## config.mk

```make
export PLATFORM = sky130hd
export DESIGN_NAME = ss_shift_engine_flat
export DESIGN_NICKNAME = d
export VERILOG_FILES = /design/src/rtl/ss_shift_engine_if.sv /design/src/rtl/ss_shift_engine.sv /design/src/flat_wrapper.sv
export SDC_FILE = /design/constraint.sdc
export NUM_CORES = 1
export LEC_CHECK = 0
export ABC_AREA = 1
export ABC_CLOCK_PERIOD_IN_PS = 3300
export CORE_MARGIN = 2
export CORE_UTILIZATION = 52
export CTS_CLUSTER_DIAMETER = 120
export DETAILED_ROUTE_END_ITERATION = 8
export MAX_ROUTING_LAYER = met4
export PLACE_DENSITY = 0.95
export SYNTH_ARGS = -nofsm -noshare
export SYNTH_HDL_FRONTEND = slang
export SYNTH_SLANG_ARGS = --single-unit
```

## constraint.sdc

```tcl
create_clock -name clock -period 3.3 [get_ports clock]
set_clock_uncertainty 0.15 [all_clocks]
set_input_delay 0.99 -clock clock [delete_from_list [all_inputs] [get_ports clock]]
set_output_delay 0.99 -clock clock [all_outputs]
set_load 0.03 [all_outputs]
```

## src/rtl/ss_shift_engine_if.sv

```systemverilog
// Handshake/data bundle for ss_shift_engine: command inputs from the
// controlling master, register contents and burst status back from the engine.
interface ss_shift_engine_if #(
  parameter int WIDTH = 8,
  parameter int LW    = $clog2(WIDTH) + 1
);
  logic             enable;
  logic [1:0]       mode;
  logic             dir;
  logic             sin;
  logic [WIDTH-1:0] pin;
  logic             start;
  logic [LW-1:0]    len;
  logic [WIDTH-1:0] q;
  logic             sout;
  logic             busy;
  logic             done;

  modport master (
    output enable, mode, dir, sin, pin, start, len,
    input  q, sout, busy, done
  );

  modport slave (
    input  enable, mode, dir, sin, pin, start, len,
    output q, sout, busy, done
  );
endinterface

```

## src/rtl/ss_shift_engine.sv

```systemverilog
// Parametrised shift/rotate/load register with a counted burst-shift controller
// (IDLE -> SHIFT -> DONE) that shifts len bits out while capturing len bits in.
module ss_shift_engine #(
  parameter int WIDTH = 8,
  parameter int LW    = $clog2(WIDTH) + 1
) (
  input  logic              clock,
  input  logic              reset,
  ss_shift_engine_if.slave  bus
);

  typedef enum logic [1:0] {
    ST_IDLE  = 2'd0,
    ST_SHIFT = 2'd1,
    ST_DONE  = 2'd2
  } state_t;

  localparam logic [LW-1:0] WIDTH_L = LW'(WIDTH);
  localparam logic [LW-1:0] ONE_L   = LW'(1);

  state_t           state_r;
  logic [WIDTH-1:0] q_r;
  logic [LW-1:0]    cnt_r;
  logic             dir_r;
  logic             busy_r;
  logic             done_r;

  logic [LW-1:0]    len_clamped_s;
  logic             eff_dir_s;
  logic             exit_bit_s;

  // One-bit shift; dir 0 moves toward bit 0, dir 1 moves toward the MSB.
  function automatic logic [WIDTH-1:0] shift_one(
    input logic [WIDTH-1:0] value,
    input logic             left,
    input logic             fill
  );
    logic [WIDTH-1:0] result;
    if (left) begin
      result = {value[WIDTH-2:0], fill};
    end else begin
      result = {fill, value[WIDTH-1:1]};
    end
    return result;
  endfunction

  // Clamp burst length and pick the direction the exit bit is taken from.
  always_comb begin
    len_clamped_s = bus.len;
    if (bus.len > WIDTH_L) begin
      len_clamped_s = WIDTH_L;
    end else begin
      len_clamped_s = bus.len;
    end

    eff_dir_s = bus.dir;
    if (state_r != ST_IDLE) begin
      eff_dir_s = dir_r;
    end else begin
      eff_dir_s = bus.dir;
    end

    exit_bit_s = q_r[0];
    if (eff_dir_s) begin
      exit_bit_s = q_r[WIDTH-1];
    end else begin
      exit_bit_s = q_r[0];
    end
  end

  // Burst FSM, shift register and counter; every update is gated by enable.
  always_ff @(posedge clock or posedge reset) begin
    if (reset) begin
      state_r <= ST_IDLE;
      q_r     <= '0;
      cnt_r   <= '0;
      dir_r   <= 1'b0;
      busy_r  <= 1'b0;
      done_r  <= 1'b0;
    end else if (bus.enable) begin
      case (state_r)
        ST_IDLE: begin
          if (bus.start) begin
            // q is deliberately untouched on the start edge.
            dir_r <= bus.dir;
            if (len_clamped_s == '0) begin
              state_r <= ST_DONE;
              busy_r  <= 1'b0;
              done_r  <= 1'b1;
            end else begin
              cnt_r   <= len_clamped_s;
              state_r <= ST_SHIFT;
              busy_r  <= 1'b1;
              done_r  <= 1'b0;
            end
          end else begin
            case (bus.mode)
              2'b00:   q_r <= q_r;
              2'b01:   q_r <= shift_one(q_r, bus.dir, bus.sin);
              2'b10:   q_r <= shift_one(q_r, bus.dir, exit_bit_s);
              2'b11:   q_r <= bus.pin;
              default: q_r <= q_r;
            endcase
          end
        end

        ST_SHIFT: begin
          q_r   <= shift_one(q_r, dir_r, bus.sin);
          cnt_r <= cnt_r - ONE_L;
          if (cnt_r == ONE_L) begin
            state_r <= ST_DONE;
            busy_r  <= 1'b0;
            done_r  <= 1'b1;
          end else begin
            state_r <= ST_SHIFT;
            busy_r  <= 1'b1;
            done_r  <= 1'b0;
          end
        end

        ST_DONE: begin
          state_r <= ST_IDLE;
          busy_r  <= 1'b0;
          done_r  <= 1'b0;
        end

        default: begin
          state_r <= ST_IDLE;
          busy_r  <= 1'b0;
          done_r  <= 1'b0;
        end
      endcase
    end else begin
      state_r <= state_r;
    end
  end

  assign bus.q    = q_r;
  assign bus.sout = exit_bit_s;
  assign bus.busy = busy_r;
  assign bus.done = done_r;

endmodule

```

## src/flat_wrapper.sv

```systemverilog
// flat-port wrapper written by rule: the top's interface ports become plain ports
module ss_shift_engine_flat 
#(
  parameter int WIDTH = 8,
  parameter int LW    = $clog2(WIDTH) + 1
)
  (clock, reset, bus_enable, bus_mode, bus_dir, bus_sin, bus_pin, bus_start, bus_len, bus_q, bus_sout, bus_busy, bus_done);
  ss_shift_engine_if #(.WIDTH(WIDTH), .LW(LW)) bus_i ();
  input  logic clock;
  input  logic reset;
  input wire logic [$bits(bus_i.enable)-1:0] bus_enable;
  input wire logic [$bits(bus_i.mode)-1:0] bus_mode;
  input wire logic [$bits(bus_i.dir)-1:0] bus_dir;
  input wire logic [$bits(bus_i.sin)-1:0] bus_sin;
  input wire logic [$bits(bus_i.pin)-1:0] bus_pin;
  input wire logic [$bits(bus_i.start)-1:0] bus_start;
  input wire logic [$bits(bus_i.len)-1:0] bus_len;
  output wire logic [$bits(bus_i.q)-1:0] bus_q;
  output wire logic [$bits(bus_i.sout)-1:0] bus_sout;
  output wire logic [$bits(bus_i.busy)-1:0] bus_busy;
  output wire logic [$bits(bus_i.done)-1:0] bus_done;
  assign bus_i.enable = bus_enable;
  assign bus_i.mode = bus_mode;
  assign bus_i.dir = bus_dir;
  assign bus_i.sin = bus_sin;
  assign bus_i.pin = bus_pin;
  assign bus_i.start = bus_start;
  assign bus_i.len = bus_len;
  assign bus_q = bus_i.q;
  assign bus_sout = bus_i.sout;
  assign bus_busy = bus_i.busy;
  assign bus_done = bus_i.done;
  ss_shift_engine #(.WIDTH(WIDTH), .LW(LW)) u_core (.clock(clock), .reset(reset), .bus(bus_i));
endmodule
```

==> results.tsv <==
metric	value	unit
cells after synthesis	177	
FMAX	309	MHz
largest net degree at the start of global routing	23	
Final setup viols	0	
type of destination of the critical path	output pin	
initial core utilization	54.3	%
PortBufs	30	
share of post-route cells with drive strength above 1	12.1	%
Die Y	51.8	µm
row count	17	
post-synthesis register bit count	15	
# fillers	181	
Post-CTS Setup Repair Bufs	0	
DR vias	1306	
total clock sinks	15	
Detailed Routing Iterations Pass 1	4	
crit-path max FO	4	
Critical Path Start Type	input port	
grt ovf	0	
Area growth, synth to finish	27.9	%
Synth Cell Area	1190	µm²
Post-synth top flop	dfrtp_1	
Clock Latency Late Sink	0.30	ns
initial antenna violation count	0	
distinct cell type count after synthesis	26	
Post-CTS Hold Buffers	0	
final core utilization	69.4	%
run status	completed	
Max Slew Vio Count	0	
Flop pwr share	26.5	%
WP data arrival	2.09	ns
Switch Pwr	0.000731	W
Clk pwr share	8.2	%
H-tree depth	1	
Slew headroom	61.5	%
total of max-cap violations	0	
Post-synth EDFFs	0	
placed wire-length estimate	2300	µm
Total Wirelength	3090	µm
WS Path Type	in -> out	
full die area	2680	µm²
Max IR drop VDD	0.000564	V
Final min period	3.23	ns
total core area	2190	µm²
cell area power density	916	nW/µm²
Resize count post-CTS	0	
post-DR wirelength/cell	13.2	µm
initial drt markers	36	
Yosys warnings	0	
Pleak	0.703	nW
GPL Wtd Cong	0.966	
Die Span X	51.8	µm
Post-route DRC	0	
ys async rst share	100	%
vias in the first global route	1239	
Comb pwr share	65.3	%
final worst path period share	98.0	%
RSZ-0062 raised after global routing	no	
sequential area share after synthesis	31.6	%
Worst Max-Slew Pin Slew	0.576	ns
Worst-path clk slew	0.10	ns
final hold vios	0	
clk root buf	clkbuf_4	
Net Count, Synth	199	
syn_area_per_cell	6.72	µm²
via/cell ratio	5.58	
min-delay worst type	reg -> reg	
post-route ant nets	0	
n_diodes	0	
CTS tree	built	
Total Routing Usage GR	26.4	%
first-pass GRT wire length	5150	µm
Max clock buf depth	2	
internal power	0.000661	W
Nets	229	
Setup TNS	0	ns
Num CTS Buffers	3	
Worst EP required	2.16	ns
I/O pins	31	
Net Sw Frac	52.5	%
power by group through the flow:
stage | clock (W) | combinational [W] | sequential [W]
after floorplan | 0 | 0.000585 | 0.000437
after global placement | 0 | 0.000861 | 0.000361
after detailed placement | 0 | 0.000903 | 0.000368
after CTS | 0.000115 | 0.000909 | 0.000364
after global routing | 0.000122 | 0.00101 | 0.000378
final | 0.000114 | 0.000909 | 0.000368
logic make-up (layout without fill, tap and decap cells):
family / Yosys count / after routing / synth area share (%)
compound gates: 56 / 56 / 27.6
flops: 15 / 15 / 31.6
simple gates: 68 / 68 / 25.5
buf+inv: 35 / 64 / 12.5
fa+ha+maj: 2 / 2 / 2.10
xor+xnor: 1 / 1 / 0.737
through the flow:
step / instance area, µm² / power, W / hold slack [ns] / setup slack [ns] / instances
4_1_cts: 1520 / 0.00139 / 0.423 / 0.0746 / 234
6_report: 1520 / 0.00139 / 0.437 / 0.0663 / 234
5_1_grt: 1520 / 0.00151 / 0.448 / 0.0119 / 234
3_5_place_dp: 1490 / 0.00127 / 0.400 / 0.0800 / 230
3_3_place_gp: 1490 / 0.00122 / 0.390 / 0.101 / 230
2_1_floorplan: 1190 / 0.00102 / 0.365 / 0.493 / 177
per-layer routing:
layer  vias up  global-route usage (%)  wire length [µm]
li1        644                       -                 -
met1       611                    31.4              1320
met2        45                    44.9              1600
met3         6                    4.02               136
met4         0                    11.0                38
met5         -                       -                 0
registers in the layout, indices dropped and copies added, names as in the netlist:
| name | flops |
|---|---|
| u_core.bus.q | 8 |
| u_core.cnt_r | 4 |
| u_core.bus.done | 1 |
| u_core.dir_r | 1 |
| u_core.state_r | 1 |
path summary, 6_finish.rpt:
check | start | endpoint | slack [ns] | cells after the start
setup / recovery | bus_dir | bus_sout | 0.07 | 6
max in group asynchronous | reset | u_core.state_r[0]$_DFFE_PP0P_ | 1.74 | 2
hold reg to reg | u_core.cnt_r[1]$_DFFE_PP0P_ | u_core.cnt_r[1]$_DFFE_PP0P_ | 0.44 | 2
setup reg to reg | u_core.dir_r$_DFFE_PP0P_ | u_core.bus.q[0]$_DFFE_PP0P_ | 1.66 | 9
min in group asynchronous | reset | u_core.bus.q[2]$_DFFE_PP0P_ | 0.89 | 2
hold / removal | u_core.cnt_r[1]$_DFFE_PP0P_ | u_core.cnt_r[1]$_DFFE_PP0P_ | 0.44 | 2
synthesized netlist by cell type, types with 3 or more instances:
library cell | instances | area (µm²)
nor2_2 | 3 | 18.8
o22ai_1 | 6 | 37.5
a21oi_2 | 3 | 26.3
o21ai_0 | 6 | 30.0
nand2_1 | 32 | 120
inv_2 | 6 | 22.5
a21oi_1 | 13 | 65.1
o21ai_1 | 18 | 90.1
nor2_1 | 19 | 71.3
buf_2 | 5 | 25.0
inv_1 | 22 | 82.6
nand3_1 | 7 | 35.0
a211oi_1 | 6 | 45.0
dfrtp_1 | 15 | 375
worst max-delay path, stage by stage:
cell and delay [ns]:
clkdlybuf4s50_1 0.54, inv_1 0.08, nand2_1 0.08, nand3_2 0.09, and2_1 0.16, buf_4 0.16
cell usage in the layout, fill, tap and decap left out:
cell	instances
a22oi_1	2
xnor2_1	1
o21ai_0	6
clkdlybuf4s50_1	29
ha_1	2
nand3_2	2
nand2_2	2
dfrtp_1	15
a21oi_2	3
a22oi_2	1
nor2_1	19
nand3_1	7
nor2_2	3
nand4_2	1
clkbuf_4	3
buf_4	3
a21oi_1	13
nand2_1	32
o21ai_1	18
inv_1	22
clkinv_2	1
nand4_1	1
a31oi_1	1
o22ai_1	6
and2_1	1
a211oi_1	6
inv_2	6
cell type report:
type	instances	area (µm²)	share of cell area (%)
tap	28	35.0	2.30
inverter	28	105	6.91
clock inverter	1	5.00	0.329
multi-input combinational	127	664	43.7
sequential	15	375	24.7
timing repair buffer	32	313	20.6
clock buffer	3	22.5	1.48
(Power assumes the default switching activity.)
==> RTL change: new RTL, same flow settings <==
Re-encode `state_t` (3 states) as one-hot, 3 bits wide.
--- a/src/rtl/ss_shift_engine.sv
+++ b/src/rtl/ss_shift_engine.sv
@@ -11,6 +11,6 @@
 
-  typedef enum logic [1:0] {
-    ST_IDLE  = 2'd0,
-    ST_SHIFT = 2'd1,
-    ST_DONE  = 2'd2
+  typedef enum logic [2:0] {
+    ST_IDLE  = 3'b001,
+    ST_SHIFT = 3'b010,
+    ST_DONE  = 3'b100
   } state_t;
Function: no difference found for any inputs over 10 cycles, from zero or initial values and one cycle with reset high; not proved beyond that.
==> RTL change against the original RTL <==
Routed wire length shrank 0.91%. Sequential power grew 8.2%. Total power shrank 8.7%. Final cell count grew 0.85%. Utilization grew 0.63 points. Cell area grew 1.9%. Sequential cell count grew 1. Largest power group unchanged. Worst hold slack lost 23 ps. Register-to-register slack lost 340 ps. Area after synthesis grew 2.0%. Worst setup slack gained 13 ps. Global-route usage grew 1.5 points.
==> RTL change: results (changes against the original RTL) <==
Power
  • VDD IR-drop max: 0.5360 mV (was 0.5638 mV)
  • Leak: 0.7289 nW (was 0.7034 nW)

Global route
  • First-pass GRT wire length: 5375 µm (was 5154 µm)
  • GR Util met2: 0.4208 (was 0.4487)
  • GR Util met3: 0.03714 (was 0.04023)
  • Initial antenna violation count: 0 (unchanged)
  • Largest net degree at the start of global routing: 22 (was 23)
  • Global-route usage over all layers: 0.2789 (was 0.2643)
  • Vias in the first global route: 1,238 (was 1,239)
  • GR Util met1: 0.3562 (was 0.3138)

Clock network
  • Cts bufs inserted: 3 (unchanged)
  • Root buf cell: clkbuf_4 (unchanged)
  • Post-CTS Setup Repair Bufs: 0 (unchanged)
  • Max clock buf depth: 2 (unchanged)
  • Post-CTS Resized: 0 (unchanged)

Min path
  • Hold path depth: 2 (unchanged)

Worst setup path
  • Worst-path fanout max: 3 (was 4)
  • Crit path DAT: 2080 ps
  • R2R cell count: 7 (was 9)

Detailed routing
  • Final ANT Viol Nets: 0 (unchanged)
  • Final wirelength: 3064 µm (was 3092 µm)
  • Routed wire length on met2: 1348 µm (was 1598 µm)
  • 1st-iter DRT viols: 33 (was 36)
  • Met3 wire length: 179 µm (was 136 µm)
  • Vias per Instance: 5.415 (was 5.581)
  • M1 wire length: 1440 µm (was 1319 µm)
  • DR pass1 iterations: 4 (unchanged)

Synth
  • Synthesis warning total: 0 (unchanged)
  • Synthesized Nets: 201 (was 199)
  • Avg Cell Area, Syn: 6.773 µm² (was 6.715 µm²)
  • Number of distinct library cells after synthesis: 27 (was 26)
  • Commonest cells post-synth: nand2_1 (45), o21ai_0 (34), inv_1 (23) (was nand2_1 (32), inv_1 (22), nor2_1 (19))
  • Register area share after synthesis: 0.3313 (was 0.3158)
  • Area contributors post-synth: dfrtp_1 (31%), o21ai_0 (14%), nand2_1 (14%), inv_1 (7.1%), nand3_1 (4.5%) (was dfrtp_1 (32%), nand2_1 (10%), o21ai_1 (7.6%), inv_1 (6.9%), nor2_1 (6.0%))
  • Ys async rst share: 1.000 (unchanged)
  • Main synth FF type: dfrtp_1 (unchanged)

Placement
  • Post-DP HPWL: 2251 µm (was 2301 µm)
  • Final GP Congestion: 0.8547 (was 0.9655)

Final layout
  • Max reg flops: 8 (unchanged)
  • Filler cells: 202 (was 181)
  • Post-Layout Cell Count: 236 (was 234)
  • Ratio of cells with drive above 1 in the final layout: 0.07692 (was 0.1214)
  • Final Net Count: 231 (was 229)

STA
  • Worst slew pin tran: 606.2 ps (was 576.3 ps)

Outcome
  • Status: finished, final reports clean (unchanged)
==> RTL change: worst paths after layout <==
path	slack [ps]	from	end
worst max-delay path	80	bus_dir	bus_sout
worst min-delay path	410	u_core.bus.q[7]	u_core.bus.q[7]
worst max register to register	1320	u_core.bus.done	u_core.bus.q[4]
worst min register to register	410	u_core.bus.q[7]	u_core.bus.q[7]
max in group asynchronous	1720	reset	u_core.bus.q[7]
min in group asynchronous	890	reset	u_core.bus.q[0]
==> RTL change: stage by stage <==
stage	total power, mW	hold slack, ps	instance area, µm²	worst slack (ps)
after detailed placement	1.124	386.7	1513	83.87
final	1.271	414.7	1549	79.61
after global placement	1.097	374.8	1513	101.3
after floorplan	0.8959	349.7	1212	671.3
after CTS	1.268	409.5	1549	82.59
after global routing	1.382	452.8	1549	15.35
==> RTL change: cells by family after synthesis <==
kind of cell	count (synthesis)	synth area share
compound gates	53	0.2291
xor+xnor	1	0.007225
fa+ha+maj	2	0.02064
buf+inv	30	0.1073
flops	16	0.3313
mux	4	0.03303
simple gates	73	0.2714
==> RTL change: cell type report <==
type,instances,area (µm²),area share
Timing Repair Buffer,31,305.3,0.1971
Clock buffer,4,36.28,0.02342
Inverter,24,90.09,0.05816
Multi-Input combinational cell,133,680.7,0.4394
Tap cell,28,35.03,0.02262
Sequential cell,16,401.6,0.2593
==> RTL change: report_power, final <==
part,internal [mW],switching [mW]
Combinational,0.280,0.453
Sequential,0.286,0.111
Clock,0.0675,0.0733
Total,0.634,0.638
==> RTL change: critical path, cell delays in order <==
cell and delay [ps]:
clkdlybuf4s50_1 510, nand4_1 170, nand2_1 110, nand2_1 80
nand2_1 70, buf_4 150
